<file path="config.mk">
export PLATFORM = sky130hd
export DESIGN_NAME = cache_flush_walker
export DESIGN_NICKNAME = d
export VERILOG_FILES = /design/src/rtl/cache_flush_walker_pkg.sv /design/src/rtl/cache_flush_walker_flush_counter.sv /design/src/rtl/cache_flush_walker.sv
export SDC_FILE = /design/constraint.sdc
export NUM_CORES = 1
export LEC_CHECK = 0
export BUFFER_PORTS_ARGS = -buffer_cell sky130_fd_sc_hd__buf_2
export CAP_MARGIN = 20
export CORE_MARGIN = 4
export CORE_UTILIZATION = 46
export CTS_CLUSTER_DIAMETER = 200
export DETAILED_ROUTE_END_ITERATION = 16
export MAX_ROUTING_LAYER = met4
export PLACE_DENSITY = 0.77
export SYNTH_ARGS = -nofsm -noshare
export SYNTH_HDL_FRONTEND = slang
export SYNTH_HIERARCHICAL = 1
export SYNTH_SLANG_ARGS = --single-unit
</file>
<file path="constraint.sdc">
create_clock -name clk -period 2.65 [get_ports clk]
set_input_delay 0.1325 -clock clk [delete_from_list [all_inputs] [get_ports clk]]
set_output_delay 0.1325 -clock clk [all_outputs]
set_load 0.1 [all_outputs]
</file>
<file path="src/rtl/cache_flush_walker_pkg.sv">
// Shared cache package for the flush walker.
// Holds the walker FSM state encoding used by the top level.
package cache_flush_walker_pkg;

  typedef enum logic [2:0] {
    IDLE  = 3'd0,
    READ  = 3'd1,
    CHECK = 3'd2,
    WB    = 3'd3,
    DONE  = 3'd4
  } flushstate_t;

endpackage

</file>
<file path="src/rtl/cache_flush_walker_flush_counter.sv">
// flush_counter: set/way position of the flush walk.
// Ports:
//   clk, reset    clock, synchronous active-high reset
//   i_Load        zero both counters (walk start)
//   i_Inc         step to the next way, wrapping into the next set
//   i_Skip        step to the next set with the way left at 0
//   o_FlushAdr    current set index
//   o_FlushWay    one-hot current way
//   o_LastWay     way counter is at NUMWAYS-1
//   o_LastSet     set counter is at NUMSETS-1
module flush_counter
  import cache_flush_walker_pkg::*;
#(
  parameter int unsigned NUMWAYS = 4,
  parameter int unsigned SETLEN  = 9,
  parameter int unsigned NUMSETS = 128
) (
  input  logic               clk,
  input  logic               reset,
  input  logic               i_Load,
  input  logic               i_Inc,
  input  logic               i_Skip,
  output logic [SETLEN-1:0]  o_FlushAdr,
  output logic [NUMWAYS-1:0] o_FlushWay,
  output logic               o_LastWay,
  output logic               o_LastSet
);

  localparam int unsigned WAYLEN = $clog2(NUMWAYS);
  localparam logic [WAYLEN-1:0] LASTWAY = WAYLEN'(NUMWAYS - 1);
  localparam logic [SETLEN-1:0] LASTSET = SETLEN'(NUMSETS - 1);

  logic [WAYLEN-1:0] r_way;
  logic [SETLEN-1:0] r_set;
  logic [SETLEN-1:0] w_set_next;

  assign o_LastWay  = (r_way == LASTWAY);
  // Compare against NUMSETS-1 rather than relying on overflow, so a
  // non-power-of-2 set count still terminates.
  assign o_LastSet  = (r_set == LASTSET);
  assign w_set_next = o_LastSet ? '0 : r_set + SETLEN'(1);
  assign o_FlushAdr = r_set;

  always_comb begin
    o_FlushWay        = '0;
    o_FlushWay[r_way] = 1'b1;
  end

  always_ff @(posedge clk) begin
    if (reset || i_Load) begin
      r_way <= '0;
      r_set <= '0;
    end else if (i_Skip) begin
      r_way <= '0;
      r_set <= w_set_next;
    end else if (i_Inc) begin
      if (o_LastWay) begin
        r_way <= '0;
        r_set <= w_set_next;
      end else begin
        r_way <= r_way + WAYLEN'(1);
      end
    end
  end

endmodule

</file>
<file path="src/rtl/cache_flush_walker.sv">
// cache_flush_walker: walks every set/way of the cache on a flush request,
// writing back and cleaning each dirty line.
// Optional feature macro: FLUSH_SET_SKIP_EN -- when defined, a set whose dirty
// vector reads all-zero at way 0 is skipped as a whole.
// Ports:
//   clk, reset    clock, synchronous active-high reset
//   FlushReq      start a full flush (sampled in IDLE only)
//   FlushCancel   abort at the next safe point (after any writeback in flight)
//   DirtyWay      dirty bits of set FlushAdr, one cycle after it is presented
//   WbAck         writeback accepted
//   SelFlush      steer cache address mux to FlushAdr
//   FlushAdr      current set index
//   FlushWay      one-hot current way
//   WbReq         writeback request for (FlushAdr, FlushWay)
//   ClearDirty    clear dirty bit of (FlushAdr, FlushWay)
//   FlushBusy     high outside IDLE
//   FlushDone     one-cycle pulse at walk completion or cancel
module cache_flush_walker
  import cache_flush_walker_pkg::*;
#(
  parameter int unsigned NUMWAYS = 4,
  parameter int unsigned SETLEN  = 9,
  parameter int unsigned NUMSETS = 128
) (
  input  logic               clk,
  input  logic               reset,
  input  logic               FlushReq,
  input  logic               FlushCancel,
  input  logic [NUMWAYS-1:0] DirtyWay,
  input  logic               WbAck,
  output logic               SelFlush,
  output logic [SETLEN-1:0]  FlushAdr,
  output logic [NUMWAYS-1:0] FlushWay,
  output logic               WbReq,
  output logic               ClearDirty,
  output logic               FlushBusy,
  output logic               FlushDone
);

  flushstate_t r_state;
  logic        r_cancel;
  logic        r_sel;
  logic        r_busy;
  logic        r_wbreq;
  logic        r_done;

  logic w_LastWay;
  logic w_LastSet;
  logic w_Dirty;
  logic w_CancelAny;
  logic w_SetClean;
  logic w_Load;
  logic w_AdvCheck;
  logic w_AdvWb;
  logic w_Skip;
  logic w_Inc;
  logic w_Final;

  always_comb begin
    w_Dirty     = |(DirtyWay & FlushWay);
    // A cancel arriving in the ack cycle itself must also end the walk.
    w_CancelAny = r_cancel | FlushCancel;
`ifdef FLUSH_SET_SKIP_EN
    w_SetClean  = FlushWay[0] & ~(|DirtyWay);
`else
    w_SetClean  = 1'b0;
`endif
    w_Load      = (r_state == IDLE) & FlushReq;
    w_AdvCheck  = (r_state == CHECK) & ~FlushCancel & ~w_Dirty;
    w_AdvWb     = (r_state == WB) & WbAck & ~w_CancelAny;
    w_Skip      = w_AdvCheck & w_SetClean;
    w_Inc       = (w_AdvCheck | w_AdvWb) & ~w_Skip;
    // Last position of the walk for whichever advance is taken this cycle.
    w_Final     = w_Skip ? w_LastSet : (w_LastWay & w_LastSet);
  end

  flush_counter #(
    .NUMWAYS(NUMWAYS),
    .SETLEN (SETLEN),
    .NUMSETS(NUMSETS)
  ) u_flush_counter (
    .clk       (clk),
    .reset     (reset),
    .i_Load    (w_Load),
    .i_Inc     (w_Inc),
    .i_Skip    (w_Skip),
    .o_FlushAdr(FlushAdr),
    .o_FlushWay(FlushWay),
    .o_LastWay (w_LastWay),
    .o_LastSet (w_LastSet)
  );

  always_ff @(posedge clk) begin
    if (reset) begin
      r_state  <= IDLE;
      r_cancel <= 1'b0;
      r_sel    <= 1'b0;
      r_busy   <= 1'b0;
      r_wbreq  <= 1'b0;
      r_done   <= 1'b0;
    end else begin
      r_done <= 1'b0;
      unique case (r_state)
        IDLE: begin
          if (FlushReq) begin
            r_state <= READ;
            r_busy  <= 1'b1;
            r_sel   <= 1'b1;
          end
        end
        READ: begin
          if (FlushCancel) begin
            r_state <= DONE;
            r_sel   <= 1'b0;
            r_done  <= 1'b1;
          end else begin
            r_state <= CHECK;
          end
        end
        CHECK: begin
          if (FlushCancel || (!w_Dirty && w_Final)) begin
            r_state <= DONE;
            r_sel   <= 1'b0;
            r_done  <= 1'b1;
          end else if (w_Dirty) begin
            r_state <= WB;
            r_wbreq <= 1'b1;
          end else begin
            r_state <= READ;
          end
        end
        WB: begin
          // The request is never withdrawn before the ack; cancel waits here.
          if (WbAck) begin
            r_wbreq  <= 1'b0;
            r_cancel <= 1'b0;
            if (w_CancelAny || w_Final) begin
              r_state <= DONE;
              r_sel   <= 1'b0;
              r_done  <= 1'b1;
            end else begin
              r_state <= READ;
            end
          end else begin
            r_cancel <= w_CancelAny;
          end
        end
        DONE: begin
          r_state <= IDLE;
          r_busy  <= 1'b0;
        end
        default: begin
          r_state  <= IDLE;
          r_cancel <= 1'b0;
          r_sel    <= 1'b0;
          r_busy   <= 1'b0;
          r_wbreq  <= 1'b0;
        end
      endcase
    end
  end

  assign SelFlush   = r_sel;
  assign FlushBusy  = r_busy;
  assign WbReq      = r_wbreq;
  assign FlushDone  = r_done;
  assign ClearDirty = r_wbreq & WbAck;

endmodule

</file>
# After elaboration in Yosys (flattened, before gate mapping)
# Index checks and enable logic that the tools add are counted.
# word_totals
reg_bits	19
in_bits	9
elab_cells	86
output_inout_bits	18
# op_classes
order_cmp	2
eq_ne	13
add_sub_neg	2
reduce_logical	16
muxes	29
bitwise_logic	16
# op_table
op	count
$mux W3	5
$mux W1	14
$pmux W3 S4	1
$ne A2 B2 Y1 const B	5
$add A9 B1 Y9 const B	1
$eq A9 B7 Y1 const B	1
$mux W9	1
$reduce_or A4 Y1	2
$and A1 B1 Y1	7
$eq A3 B2 Y1 const B	2
$not A1 Y1	6
$pmux W1 S3	2
$reduce_and A2 Y1	3
$reduce_and A6 Y1	1
$reduce_or A3 Y1	2
$pmux W1 S5	1
$and A4 B4 Y4	1
$mux W2	2
$ne A2 B1 Y1 const B	2
$pmux W1 S2	2
$reduce_and A4 Y1	1
$eq A3 B1 Y1 const B	1
$eq A3 B3 Y1 const B	1
$logic_not A3 Y1	1
other kinds (9)	13

# Longest topological paths before layout
# Gate-level depths: netlist (run 1).
# logic_depth
depth_word	11
mapped_depth	10
depth_no_buf	10

# By module
# Netlist (run 1), hierarchy kept.
# by_module_without_submodules
mod	n_inst	cells_each	area_each_um2
flush_counter	1	66	628.1
cache_flush_walker	1	53	479.2

# Worst setup path after synthesis (run 1)
# OpenSTA, ideal clock, no wires.
# synth_path
path_type	reg-to-reg
from	register u_flush_counter.r_way[0]
to	register u_flush_counter.r_set[6], in the netlist u_flush_counter/o_FlushAdr[6]
period_less_slack_ps	2591
slack_ps	59
t_arrival_ps	2467
path_buffers	0
stages_incl_launch_ff	11
t_required_ps	2526
setup_ps	124
cell_sequence	dfxtp_1 > inv_1 > ha_1 > a22oi_1 > and2_1 > a32oi_1 > nor2_1 > a21oi_2 > nor3_1 > xnor2_1 > nor2_1
# synth_between
elab_chain_cells	10
# synth_rtl
element	line	rtl
from (decl)	cache_flush_walker_flush_counter.sv:33	logic [WAYLEN-1:0] r_way;
from (signal assigned)	cache_flush_walker_flush_counter.sv:61	r_way <= r_way + WAYLEN'(1);
$lt A2 B3 Y1 (implied by the code) or $ge A2 B1 Y1 (tied branches)	cache_flush_walker_flush_counter.sv:46	o_FlushWay[r_way] = 1'b1;
$logic_and A1 B1 Y1 (implied by the code)	cache_flush_walker_flush_counter.sv:46	
$mux W1 (implied by the code)	cache_flush_walker_flush_counter.sv:46	
$demux W1 S2 *	-	
via FlushWay[2]	cache_flush_walker.sv:33	output logic [NUMWAYS-1:0] FlushWay,
$and A4 B4 Y4 *	cache_flush_walker.sv:60	w_Dirty = |(DirtyWay & FlushWay);
$reduce_or A4 Y1 *	cache_flush_walker.sv:60	
$not A1 Y1 *	cache_flush_walker.sv:69	w_AdvCheck = (r_state == CHECK) & ~FlushCancel & ~w_Dirty;
$and A1 B1 Y1 *	cache_flush_walker.sv:69	
$or A1 B1 Y1 *	cache_flush_walker.sv:72	w_Inc = (w_AdvCheck | w_AdvWb) & ~w_Skip;
via w_Inc	cache_flush_walker.sv:56	logic w_Inc;
$reduce_and A2 Y1 (no source line) *	-	
to (signal assigned)	cache_flush_walker_flush_counter.sv:55	r_set <= w_set_next;
to (signal assigned)	cache_flush_walker_flush_counter.sv:59	r_set <= w_set_next;
to (decl)	cache_flush_walker_flush_counter.sv:34	logic [SETLEN-1:0] r_set;
# The timed path passes the listed nets; every way through them passes the cells marked *.
# A chain may end at the register's enable or synchronous reset.

# Worst setup path after layout (run 1)
# layout_path
from	register u_flush_counter.r_way[0]
to	register u_flush_counter.r_set[7], in the netlist u_flush_counter/o_FlushAdr[7]
# layout_between
elab_chain_cells	10
# layout_rtl
element	line
$lt A2 B3 Y1 (implied by the code) or $ge A2 B1 Y1 (tied branches)	cache_flush_walker_flush_counter.sv:46
$logic_and A1 B1 Y1 (implied by the code)	cache_flush_walker_flush_counter.sv:46
$mux W1 (implied by the code)	cache_flush_walker_flush_counter.sv:46
$demux W1 S2 *	-
$and A4 B4 Y4 *	cache_flush_walker.sv:60
$reduce_or A4 Y1 *	cache_flush_walker.sv:60
$not A1 Y1 *	cache_flush_walker.sv:69
$and A1 B1 Y1 *	cache_flush_walker.sv:69
$or A1 B1 Y1 *	cache_flush_walker.sv:72
via w_Inc	cache_flush_walker.sv:56
$reduce_and A2 Y1 (no source line) *	-
# Marks and branches as above.

==> key figures, run 1 <==
Clock tree
  – Postcts setup bufs: 0
  – Clock Tree Buf Depth: 2
  – Root Driver: clkbuf_4
  – TritonCTS clock tree: yes
  – CTS H-tree lvls: 1
  – CTS Hold Bufs: 0
  – Clock latency on the worst-skew pair: 0.30 ns
  – Clk slew on worst S/H paths: approximately 0.11 ns
  – Num CTS Buffers: 3
  – Post-CTS Resized: 0
  – Clk sinks: 19

Critical path
  – Worst path slowest cell: dfxtp_1
  – Critical Path, Cell by Cell: inv_1, ha_1, a22oi_1, and2_1, a32oi_1, nor2_1, a21o_1, nand2b_4, o41ai_4, nor2_1
  – CP max FO: 5
  – WS Path Type: register to register
  – Startpoint Class: register
  – Arr. time, crit path: roughly 2.5 ns
  – Crit end category: register
  – Worst path max stage delay: approximately 0.42 ns
  – Critical path required time: between 2 and 3 ns
  – Most frequent CP cell: nor2_1

Place
  – IO buf count: 26
  – DP HPWL: 1.806 mm
  – DP Worst Slack: about 0.33 ns
  – Cells after DPL: about 170
  – RD Place Congestion: between 0.8 and 0.9
  – Post-Place Cell Area: around 0.0013 sq mm

Hold path
  – Worst Hold Class: input pin to register

Finish
  – Final instance area: around 0.0013 sq mm
  – Synth-to-Final Area Change: 16.27%
  – Finished Core Util: between 50% and 60%
  – ANT cells: 0
  – Final Non-Filler Cells: 176
  – Layout cells sized above 1: a little under a third
  – Layout Nets: between 150 and 200

Global route
  – Vias in the first global route: 927
  – Initial antenna violation count: 0
  – Pin count of the biggest net entering global routing: 11
  – Global-route wire length before repair: ~3.9 mm
  – Overall routing resource usage: 14.96%
  – GR Overflow Total: 0

Routing
  – Routed wire length per instance: around 13 microns
  – Starting DRT DRC Count: 23
  – Post-route ant nets: 0
  – Via count: around 980
  – DR pass1 iterations: 4
  – Via density: approximately 5.5
  – Routed WL: roughly 2.3 mm
  – DRC Markers: 0

Synthesis
  – Syn Area/Cell: slightly above 9 sq um
  – Synth warn: 6
  – Cell Area, Synth: ~0.0011 sq mm
  – Syn Inst Count: 119
  – Yosys reg bits: 19
  – Synth top area cells: dfxtp_1 34%, ha_1 5.6%, nor2_1 4.4%, xnor2_1 4.0%, nor4_2 3.4%
  – Share of Yosys cell area claimed by the top area cell type: between 30 and 40%
  – Netlist cell types: 50
  – Top cell type by total area after synthesis: dfxtp_1
  – Seq/Total Area, Yosys: 34.35%

STA
  – Worst setup margin: about 0.30 ns
  – Setup violators final: 0
  – Clk_skew: between 0.007 and 0.008 ns
  – Max Freq: around 430 MHz
  – Final hold violations: 0
  – Worst rel slew slack: approximately three fifths
  – RSZ-0062 raised after global routing: false
  – Setup TNS: 0 ns
  – Final Cycle Share: about 90%
  – Final Critical Period: about 2.3 ns
  – Fin. max-slew vios: 0
  – Worst Hold Slack: 0.1276 ns
  – Least-Margin Pin Slew: approximately 0.57 ns

Floorplan
  – FP Rows: 17
  – Die ar.: ~0.0033 sq mm
  – Vert. Die Dim: about 57 microns
  – Die X: approximately 57 microns
  – Initial core utilization: between 40% and 50%
  – Num ports: 27
  – Core area: ~0.0023 sq mm

Power and ir drop
  – Tot Pwr: around 560 uW
  – Max IR drop VDD: ~200 uV
  – Pleak: around 0.5 nW
  – Pwr dens: roughly 430 mW/mm^2

Status
  – Status: complete, no violations

Flow run
  – Max-cap violations: 0
==> cells in the mapped netlist, drive strengths merged <==
library cell  number
and2               2
nand3b             2
mux2i              1
ha                 5
nand2              7
nor4b              2
nor2              14
dfxtp             19
a2bb2oi            1
a22oi              4
nor4               3
xnor2              5
a21oi              5
a31oi              1
o21ai              2
o41ai              1
nand4              4
nor3               5
xor2               2
nand3              2
clkbuf             1
or2                2
buf                3
inv                6
and3b              1
or3                1
conb               1
and3               1
and2b              2
nor2b              2
nand2b             2
a211oi             2
a311oi             3
a32oi              1
a21o               1
nor3b              3
==> report_power, final <==
part | internal, mW | switching [mW] | leakage, nW
logic | 0.0311 | 0.0749 | 0.343
clock network | 0.0586 | 0.0893 | 0.0150
registers | 0.294 | 0.00985 | 0.154
==> layout make-up <==
cell class              instances  area, sq um
fillers                       236        967.2
clock buffers                   4        26.28
multi-input cells              93        693.2
inverters                       6        22.52
repair buffers                 26        130.1
flip-flops and latches         19        380.4
well taps                      28        35.03
==> final timing paths <==
kind | from | endpoint | slack, ns | cells after the start
worst min-delay path | reset | SelFlush | 0.13 | 2
worst max register to register | u_flush_counter/r_way[0] | u_flush_counter/o_FlushAdr[7] | 0.30 | 10
worst max-delay path | u_flush_counter/r_way[0] | u_flush_counter/o_FlushAdr[7] | 0.30 | 10
worst min register to register | FlushBusy | FlushBusy | 0.50 | 2
==> registers in the layout, indices dropped and copies added (netlist names) <==
register / cells
FlushBusy: 1
WbReq: 1
u_flush_counter/o_FlushAdr: 9
SelFlush: 1
FlushDone: 1
r_cancel: 1
u_flush_counter/r_way: 2
r_state: 3
==> layer usage <==
layer / vias to the layer above / GRT usage [%] / wire [microns]
li1: 477 / - / -
met1: 465 / 17.55 / 988
met2: 30 / 25.29 / 1120
met3: 4 / 2.489 / 137
met4: 0 / 5.960 / 38
met5: - / - / 0
==> critical path, delay by kind of cell (launching register included) <==
kind / cells / cell delay [ns]
compound gates: 4 / 0.86
simple gates: 4 / 0.64
flops: 1 / 0.42
fa+ha+maj: 1 / 0.22
buf+inv: 1 / 0.09
==> cells by family after synthesis <==
logic type | count (synthesis) | share of synthesized area [%]
AND/OR/NAND/NOR | 55 | 32.88
buffers and inverters | 10 | 4.067
XOR/XNOR | 7 | 5.537
other | 1 | 0.3387
flip-flops | 19 | 34.35
multiplexers | 1 | 0.9040
AO/OA/AOI/OAI | 21 | 16.27
adder cells (fa/ha/maj) | 5 | 5.650
==> placed cells by master, fill, tap and decap left out, types with 2 or more instances in the layout <==
cell / netlist / final
dfxtp_1: 19 / 19
and2_1: 2 / 2
a21oi_1: 4 / 4
clkbuf_4: 0 / 3
a22oi_1: 4 / 4
ha_1: 5 / 5
nand4_1: 4 / 4
nor4_2: 3 / 3
nor2_1: 13 / 13
conb_1: 1 / 4
inv_1: 6 / 6
xor2_1: 2 / 2
nand2_1: 6 / 6
buf_2: 0 / 26
nor3_1: 5 / 5
and2b_1: 2 / 2
nand3b_1: 2 / 2
a311oi_1: 2 / 2
xnor2_1: 5 / 5
Power figures use the tool's default switching activity.
==> run 2, diff against run 1 <==
- HOLD_SLACK_MARGIN: not set -> 0.15
==> key figures, run 2 (synthesis results as in run 1) <==
Power and ir drop
  – Pleak: 0.5159 nW (+0.82%)
  – Pwr dens: 430.4 mW/mm^2 (-0.58%)
  – Max IR drop VDD: 195.0 uV (about the same)

Clock tree
  – Num CTS Buffers: 3 (unchanged)
  – Clock Tree Buf Depth: 2 (unchanged)
  – CTS H-tree lvls: 1 (unchanged)
  – Clk slew on worst S/H paths: 0.11 ns (about the same)
  – TritonCTS clock tree: yes
  – Clock latency on the worst-skew pair: 0.30 ns (about the same)
  – Post-CTS Resized: 0 (unchanged)
  – Clk sinks: 19 (unchanged)
  – Root Driver: clkbuf_4
  – Postcts setup bufs: 0 (unchanged)

Hold path
  – Hold path depth: 3 (+1)
  – Worst Hold Class: input pin to register

Floorplan
  – FP Rows: 17 (unchanged)
  – Core area: 0.002255 sq mm (unchanged)
  – Die X: 57.07 microns (unchanged)
  – Vert. Die Dim: 57.07 microns (unchanged)
  – Initial core utilization: 49.11% (unchanged)
  – Die ar.: 0.003256 sq mm (unchanged)
  – Num ports: 27 (unchanged)

Finish
  – Commonest non-fill, non-tap cell in the layout: buf_2
  – Commonest cells after routing, fill and taps aside: 26 x buf_2, 19 x dfxtp_1, 13 x nor2_1, 6 x inv_1, 6 x nand2_1
  – Fillcell total: 235 (-0.42%)
  – Finished Core Util: 57.55% (+0.44 points)
  – Reg area: 380.4 sq um (unchanged)
  – ANT cells: 0 (unchanged)
  – Layout Nets: 164 (+0.61%)
  – Area of the multi-input gates: 693.2 sq um (unchanged)
  – Max reg flops: 9 (unchanged)
  – Layout cells sized above 1: 30.87% (-0.21 points)
  – Synth-to-Final Area Change: 17.17%

Global route
  – Vias in the first global route: 927 (unchanged)
  – Initial antenna violation count: 0 (unchanged)
  – Overall routing resource usage: 14.96% (unchanged)
  – GR Overflow Total: 0 (unchanged)
  – Global-route wire length before repair: 3.877 mm (unchanged)
  – Pin count of the biggest net entering global routing: 11 (unchanged)

Routing
  – Routed WL: 2.287 mm (+0.13%)
  – Via count: 978 (+0.20%)
  – Post-route ant nets: 0 (unchanged)
  – DRC Markers: 0 (unchanged)
  – DR pass1 iterations: 4 (unchanged)
  – Routed wire length per instance: 12.92 microns (-0.43%)
  – Via density: 5.525 (-0.36%)
  – Starting DRT DRC Count: 18 (-22%)

STA
  – Fin. max-slew vios: 0 (unchanged)
  – Final hold violations: 0 (unchanged)
  – Max Freq: 426.4 MHz (about the same)
  – Worst rel slew slack: 61.98% (unchanged)
  – Final Critical Period: 2.345 ns (+0.000007000 ns)
  – Least-Margin Pin Slew: 0.5657 ns (unchanged)
  – Setup violators final: 0 (unchanged)
  – RSZ-0062 raised after global routing: false
  – Clk_skew: 0.007246 ns (+0.000005500 ns)
  – Setup TNS: 0 ns (unchanged)
  – Final Cycle Share: 88.50% (about the same)
  – Worst Hold Slack: 0.2160 ns (+0.08842 ns)

Place
  – DP HPWL: 1.806 mm (unchanged)
  – IO buf count: 26 (unchanged)
  – RD Place Congestion: 0.8430 (unchanged)

Critical path
  – Crit end category: register
  – WS Path Type: register to register
  – Cell depth of the worst flop-to-flop path: 10 (unchanged)
  – CP max FO: 5 (unchanged)
  – Worst path max stage delay: 0.42 ns (about the same)
  – Critical Path, Cell by Cell: inv_1, ha_1, a22oi_1, and2_1, a32oi_1, nor2_1, a21o_1, nand2b_4, o41ai_4, nor2_1
  – Most frequent CP cell: nor2_1
  – Startpoint Class: register
  – Critical path required time: 2.83 ns (about the same)
  – Arr. time, crit path: 2.53 ns (about the same)
  – Worst path slowest cell: dfxtp_1

Flow run
  – Max-cap violations: 0 (unchanged)

Status
  – Status: complete, no violations
-- run 2: changes by cell type in the layout (fill, tap and decap cells not counted), sizes merged --
| cell | change |
|---|---|
| dlygate4sd3 | +1 |
-- run 2: where the power goes --
part	total [mW]	internal [mW]	switching (mW)
Combinational	0.107	0.0321	0.0750
Sequential	0.303	0.294	0.00985
Clock	0.148	0.0586	0.0893
-- run 2: routing by layer --
metal | wire length [microns] | global-route usage [%] | up-vias
li1 | - | - | 479
met1 | 994 | 17.69 | 465
met2 | 1119 | 25.29 | 30
met3 | 134 | 2.262 | 4
met4 | 38 | 5.960 | 0
met5 | 0 | - | -
-- run 2: worst paths after layout --
check                                         startpoint                             to  slack [ns]
worst max-delay path            u_flush_counter/r_way[0]  u_flush_counter/o_FlushAdr[7]        0.30
worst min-delay path                            FlushReq                     r_state[0]        0.22
worst max register to register  u_flush_counter/r_way[0]  u_flush_counter/o_FlushAdr[7]        0.30
worst min register to register                 FlushBusy                      FlushBusy        0.50
-- run 2: layout make-up --
type / instances / area share [%]
sequential: 19 / 29.32
clock buffer: 4 / 2.025
inverter: 6 / 1.736
multi-input combinational: 93 / 53.42
tap: 28 / 2.700
timing repair buffer: 27 / 10.80
-- run 2: worst max-delay path: cells and delay by family (launching register included) --
family                     cells  cell delay [ns]
AOI/OAI and AO/OA              4             0.86
and+or+nand+nor                4             0.64
DFF                            1             0.42
adders and majority gates      1             0.22
buffers and inverters          1             0.09
-- run 2: repair_timing --
item                                   4_1_cts  5_1_grt
hold buffers                                 1        0
endpoints found under the hold margin        7        0
setup endpoints to repair                    0        0
-- run 2: per-stage QoR --
step | power [mW] | worst slack [ns] | cell area [sq um] | instances
after floorplan | 0.3960 | 0.05884 | 1119 | 122
after global placement | 0.4143 | 0.4644 | 1261 | 172
after detailed placement | 0.4164 | 0.3343 | 1261 | 172
after CTS | 0.5657 | 0.2994 | 1297 | 177
after global routing | 0.5848 | 0.1546 | 1297 | 177
final | 0.5584 | 0.3047 | 1297 | 177
